### src/rtl/pim_tile_dispatcher.sv
// rtl/pim_tile_dispatcher.sv - issues k-major matmul tile commands to a PIM grid
// with per-unit credit flow control and completion draining.
module pim_tile_dispatcher #(
  parameter int NUM_UNITS       = 4,
  parameter int GRID            = 2,
  parameter int UNIT_CAPACITY   = 2,
  parameter int MAX_MATRIX_SIZE = 512,
  parameter int MAX_OUTSTANDING = 4,
  parameter int SW              = $clog2(MAX_MATRIX_SIZE) + 1,
  parameter int AW              = $clog2(MAX_MATRIX_SIZE)
) (
  input  logic                         clk,
  input  logic                         rst_n,
  input  logic                         start,
  input  logic [SW-1:0]                matrix_size,
  output logic                         busy,
  output logic                         done,
  output logic                         err,
  output logic                         cmd_valid,
  input  logic [NUM_UNITS-1:0]         cmd_ready,
  output logic [$clog2(NUM_UNITS)-1:0] cmd_unit,
  output logic [AW-1:0]                cmd_row,
  output logic [AW-1:0]                cmd_col,
  output logic [AW-1:0]                cmd_k,
  input  logic [NUM_UNITS-1:0]         cpl_valid
);
  localparam int UW        = $clog2(NUM_UNITS);
  localparam int CW        = $clog2(MAX_OUTSTANDING + 1);
  localparam int STEP      = GRID * UNIT_CAPACITY;
  localparam bit GRID_POW2 = (GRID & (GRID - 1)) == 0;

  typedef enum logic [1:0] {IDLE, ISSUE, DRAIN, DONE} state_t;
  state_t state, state_nxt;

  logic [SW-1:0] n_reg;
  logic [AW-1:0] chunk;
  logic [AW-1:0] k_cnt;
  logic [UW-1:0] unit_cnt;
  logic [CW-1:0] credit     [NUM_UNITS];
  logic [CW-1:0] credit_nxt [NUM_UNITS];
  logic          err_q;
  logic          size_ok, accept, bad_start;
  logic          target_full, fire, last_cmd;
  logic          spurious, all_drained;

  assign size_ok   = (matrix_size != '0) && (matrix_size <= SW'(MAX_MATRIX_SIZE))
                   && ((32'(matrix_size) % STEP) == 0);
  assign accept    = (state == IDLE) && start && size_ok;
  assign bad_start = (state == IDLE) && start && !size_ok;

  // Strict in-order issue: a full target unit stalls the whole stream.
  assign target_full = credit[unit_cnt] == CW'(MAX_OUTSTANDING);
  assign fire        = cmd_valid && cmd_ready[unit_cnt];
  assign last_cmd    = (unit_cnt == UW'(NUM_UNITS - 1))
                     && ((SW'(k_cnt) + SW'(UNIT_CAPACITY)) == n_reg);

  // A completion against an empty counter is dropped and flagged.
  always_comb begin
    spurious    = 1'b0;
    all_drained = 1'b1;
    for (int u = 0; u < NUM_UNITS; u++) begin
      credit_nxt[u] = credit[u];
      if (cpl_valid[u] && (credit[u] == '0)) spurious = 1'b1;
      case ({fire && (unit_cnt == UW'(u)), cpl_valid[u] && (credit[u] != '0)})
        2'b10:   credit_nxt[u] = credit[u] + 1'b1;
        2'b01:   credit_nxt[u] = credit[u] - 1'b1;
        default: credit_nxt[u] = credit[u];
      endcase
      if (credit_nxt[u] != '0) all_drained = 1'b0;
    end
  end

  always_ff @(posedge clk or negedge rst_n) begin
    if (!rst_n) state <= IDLE;
    else        state <= state_nxt;
  end

  always_comb begin
    state_nxt = state;
    case (state)
      IDLE:    if (accept) state_nxt = ISSUE;
      ISSUE:   if (fire && last_cmd) state_nxt = DRAIN;
      DRAIN:   if (all_drained) state_nxt = DONE;
      DONE:    state_nxt = IDLE;
      default: state_nxt = IDLE;
    endcase
  end

  always_comb begin
    busy      = (state == ISSUE) || (state == DRAIN);
    done      = (state == DONE);
    cmd_valid = (state == ISSUE) && !target_full;
  end

  assign err      = err_q;
  assign cmd_unit = unit_cnt;
  assign cmd_k    = k_cnt;
  assign cmd_row  = AW'(32'(unit_cnt) / GRID) * chunk;
  assign cmd_col  = AW'(32'(unit_cnt) % GRID) * chunk;

  always_ff @(posedge clk or negedge rst_n) begin
    if (!rst_n) begin
      n_reg    <= '0;
      chunk    <= '0;
      k_cnt    <= '0;
      unit_cnt <= '0;
      err_q    <= 1'b0;
      for (int u = 0; u < NUM_UNITS; u++) credit[u] <= '0;
    end else begin
      err_q <= bad_start || spurious;
      for (int u = 0; u < NUM_UNITS; u++) credit[u] <= credit_nxt[u];
      if (accept) begin
        n_reg    <= matrix_size;
        chunk    <= AW'(GRID_POW2 ? (matrix_size >> $clog2(GRID))
                                  : SW'(32'(matrix_size) / GRID));
        k_cnt    <= '0;
        unit_cnt <= '0;
      end else if (fire) begin
        if (unit_cnt == UW'(NUM_UNITS - 1)) begin
          unit_cnt <= '0;
          k_cnt    <= last_cmd ? '0 : k_cnt + AW'(UNIT_CAPACITY);
        end else begin
          unit_cnt <= unit_cnt + 1'b1;
        end
      end
    end
  end
endmodule

### config.mk
export PLATFORM = sky130hd
export DESIGN_NAME = pim_tile_dispatcher
export DESIGN_NICKNAME = d
export VERILOG_FILES = /design/src/rtl/pim_tile_dispatcher.sv
export SDC_FILE = /design/constraint.sdc
export NUM_CORES = 1
export LEC_CHECK = 0
export ABC_CLOCK_PERIOD_IN_PS = 4200
export CORE_MARGIN = 4
export CORE_UTILIZATION = 45
export CTS_CLUSTER_DIAMETER = 100
export CTS_CLUSTER_SIZE = 20
export DETAILED_ROUTE_END_ITERATION = 16
export GPL_TIMING_DRIVEN = 0
export PLACE_DENSITY = 0.81
export SLEW_MARGIN = 5
export SYNTH_ARGS = -nofsm -noshare
export SYNTH_HDL_FRONTEND = slang
export SYNTH_SLANG_ARGS = --single-unit
export TNS_END_PERCENT = 20
### constraint.sdc
create_clock -name clk -period 4.2 [get_ports clk]
set_input_delay 0.42 -clock clk [delete_from_list [all_inputs] [get_ports clk]]
set_output_delay 0.42 -clock clk [all_outputs]
set_load 0.02 [all_outputs]
==> PnR_summary.wiki <==
{| class="wikitable"
! Metric !! Value
|-
| Worst endpoint data arrival time || 4.17 ns
|-
| Number of flip-flops under the largest register name || 12
|-
| Synthesis-stage register bit count || 35
|-
| Part of the Yosys area used for sequential elements || 0.3667
|-
| Routed len/inst || 14.97 µm
|-
| Post-synth top area share || 0.3667
|-
| Slowest cell on the critical path || sky130_fd_sc_hd__dfrtp_2
|-
| CP Capture Type || flip-flop
|-
| Placed Instances || 395
|-
| Post-Synthesis Cells || 273
|-
| Slew at the pin closest to its max-slew limit || slightly below 0.8 ns
|-
| CTS Sinks || 35
|-
| Highest achievable clock rate || 250.6 MHz
|-
| Cell taking the most area after synthesis || sky130_fd_sc_hd__dfrtp_1
|-
| Final-report hold violation count || 0
|-
| Relative slew slack || 0.4712
|-
| Total wire length || 6046 µm
|-
| Crit path kind || reg -> reg
|-
| Cells along the critical path || nor4b_2 > a31oi_1 > a32o_2 > and2_0 > clkbuf_1 > inv_2 > ha_1 > inv_1 > fa_1 > xor2_1 > nor2_1 > xor2_1 > nor4_2 > a21boi_0 > a221o_1 > mux2_4
|-
| Count of vias placed by the detailed router || between 2000 and 2500
|-
| Clock-pin slew of the registers on the worst-case setup and hold paths || 0.08 ns
|-
| Primary flip-flop cell chosen by synthesis mapping || sky130_fd_sc_hd__dfrtp_1
|-
| FP Rows || 26
|-
| DPL Wire Length || 4609 µm
|-
| Number of global-route vias before repair || approximately 2000
|-
| H-tree depth || 2
|-
| Post-Route Setup TNS || 0 ns
|-
| Number of antenna repair diodes || 0
|-
| Clock tree from TritonCTS || done
|-
| Count of distinct cell types in the synthesized netlist || 46
|-
| Data required, critical path || 4.38 ns
|-
| Period utilization || 0.9500
|-
| Count of nets left with antenna violations after detail routing || 0
|-
| Routability-driven placement congestion ratio || 0.8254
|-
| Quantity of hold-fixing buffers added after cts || 0
|-
| Fraction of layout instances using a drive strength above 1 || 0.07784
|-
| Minimum clock period after layout || 3.990 ns
|-
| IO Port Bufs || 52
|-
| Total Power Consumption || 2.101 mW
|-
| Final global-route overflow total || 0
|-
| Final hold slack || 0.2054 ns
|-
| Clock root cell || sky130_fd_sc_hd__clkbuf_8
|-
| Cts bufs inserted || 5
|-
| Yosys warning count || 0
|-
| Number of optimization iterations in the first detailed-route pass || 4
|-
| Synth-to-layout area growth || 30.54%
|-
| DRC || 0
|-
| Die span in y || 80.86 µm
|-
| Wire length of the first global-routing pass || a little under 10000 µm
|-
| Effective utilization at floorplan || 0.4647
|-
| Leak pwr || 1.355 nW
|-
| Status || finished, final reports clean
|-
| Total routing resource utilization after global routing || 0.1936
|-
| P per Cell Area || between 600 and 700 nW/µm²
|-
| Cell types with the largest area share after synthesis || sky130_fd_sc_hd__dfrtp_1 (37%), sky130_fd_sc_hd__ha_1 (7.3%), sky130_fd_sc_hd__nand2_1 (6.0%)
|-
| Post-synthesis net count || between 300 and 400
|-
| Final setup violating endpoints || 0
|-
| Vias per inst || 5.300
|-
| Die Width || 80.86 µm
|-
| Final non-filler cell total || 404
|-
| Pin count of the biggest net entering global routing || 36
|-
| Number of antenna violations at the first check in global routing || 0
|-
| Hold crit path type || in -> async
|-
| Core area || 5140 µm²
|-
| Overall die area || 6538 µm²
|-
| Average cell area after synthesis || 8.749 µm²
|-
| Initial drt markers || 133
|-
| Slowest cell delay on critical path || 0.49 ns
|-
| Maximum fanout along the worst path || 9
|-
| Critical Path Start Type || flip-flop
|-
| Asr flop ratio synth || 1.000
|-
| Worst VDD drop || 0.4574 mV
|-
| Cell with the most instances on the worst path || sky130_fd_sc_hd__xor2_1
|-
| MaxCap Viol Count || 0
|-
| Number of enable-type register cells in the synthesized netlist || 0
|-
| I/O pin cnt || between 50 and 60
|-
| Layout Nets || 372
|-
| Fin. max-slew vios || 0
|-
| Final worst clock skew || 0.004592 ns
|-
| Clock latency on the worst-skew pair || 0.29 ns
|-
| Max Root-Sink Buffers || 2
|-
| Summed instance area of the synthesized netlist || 2389 µm²
|}
[cell usage in the layout, fill, tap and decap left out, drive strengths merged, types with 2 or more instances in the layout]
cell type      instances
clkdlybuf4s50         51
nand2                 38
dfrtp                 35
nor2                  24
inv                   21
and2                  17
xnor2                 16
ha                    14
o21ai                 13
nor3                  12
a21oi                 10
nor2b                  9
clkbuf                 9
xor2                   8
buf                    8
fa                     4
nand3                  4
mux2i                  3
nor4b                  3
nor4                   3
a32o                   3
or4                    2
or3                    2
a22oi                  2
and3                   2
nand3b                 2
clkinvlp               2
mux2                   2
[final timing paths]
| check | from | end | slack (ns) | cells past startpoint |
|---|---|---|---|---|
| min reg2reg | n_reg[0] | n_reg[0] | 0.51 | 1 |
| min | rst_n | credit[3] | 0.21 | 1 |
| max reg2reg | cmd_unit[1] | state[1] | 0.21 | 16 |
| max | cmd_unit[1] | state[1] | 0.21 | 16 |
| min in group clk | n_reg[0] | n_reg[0] | 0.51 | 1 |
| max in group asynchronous | rst_n | cmd_unit[1] | 3.45 | 1 |
[layer usage]
layer | vias up | global-route usage | share of wire
li1 | 1040 | - | -
met3 | 9 | 0.03215 | 0.038
met2 | 50 | 0.3227 | 0.50
met5 | - | 0 | 0
met1 | 1042 | 0.2568 | 0.44
met4 | 0 | 0.06081 | 0.015
[layout make-up]
cell class	count	area (µm²)
fillers	470	2022
multi-input cells	208	1408
flip-flops and latches	35	877.1
repair buffers	54	530.5
well taps	70	87.58
inverters	20	75.07
clock buffers	5	68.82
plain buffers	9	47.55
clock inverters	3	23.77
[timing repair]
| item | in CTS | in global routing |
|---|---|---|
| buffers inserted | 0 | 2 |
| endpoints found under the setup margin | 2 | 2 |
| gates resized for setup | 3 | 4 |
[metrics by stage]
step           cell area (µm²)  setup slack, ns  utilization
2_1_floorplan             2389           0.4195            -
3_3_place_gp              2997          -0.1494       0.5830
3_5_place_dp              2992          -0.1895       0.5820
4_1_cts                   3093         0.006720       0.6018
5_1_grt                   3118         -0.04133       0.6066
6_report                  3118           0.2100       0.6066
[cell usage after synthesis (all sizes together) (2+ instances only)]
cell type and number:
nand2 38, dfrtp 35, nor2 24, inv 20, and2 17, xnor2 16
ha 14, o21ai 13, nor3 12, a21oi 10, nor2b 9, xor2 8
buf 5, clkbuf 5, fa 4, nand3 4, a32o 3, mux2i 3
nor4 3, nor4b 3, a22oi 2, and3 2, mux2 2, nand3b 2
or3 2, or4 2
[kinds of logic (layout without fill, tap and decap cells)]
kind of cell,after synthesis,count (layout),share of synthesized area
other,1,1,0.001570
adder cells (fa/ha/maj),18,18,0.1069
AO/OA/AOI/OAI,39,39,0.1084
flip-flops,35,35,0.3667
AND/OR/NAND/NOR,121,121,0.2525
buffers and inverters,30,91,0.05238
multiplexers,5,5,0.02357
XOR/XNOR,24,24,0.08800
[power breakdown]
| group | switching, mW | total, mW | internal, mW |
|---|---|---|---|
| clock network | 0.138 | 0.256 | 0.119 |
| registers | 0.167 | 0.643 | 0.476 |
| logic | 0.640 | 1.20 | 0.562 |
[worst max-delay path, delay by kind of cell, from the launching register on]
| family | cells | cell delay (ns) |
|---|---|---|
| muxes | 1 | 0.31 |
| buffers and inverters | 3 | 0.39 |
| and+or+nand+nor | 4 | 0.91 |
| DFF | 1 | 0.49 |
| xor gates and xnor gates | 2 | 0.30 |
| AOI/OAI and AO/OA | 4 | 0.92 |
| adders and majority gates | 2 | 0.56 |
Power figures use the tool's default switching activity.
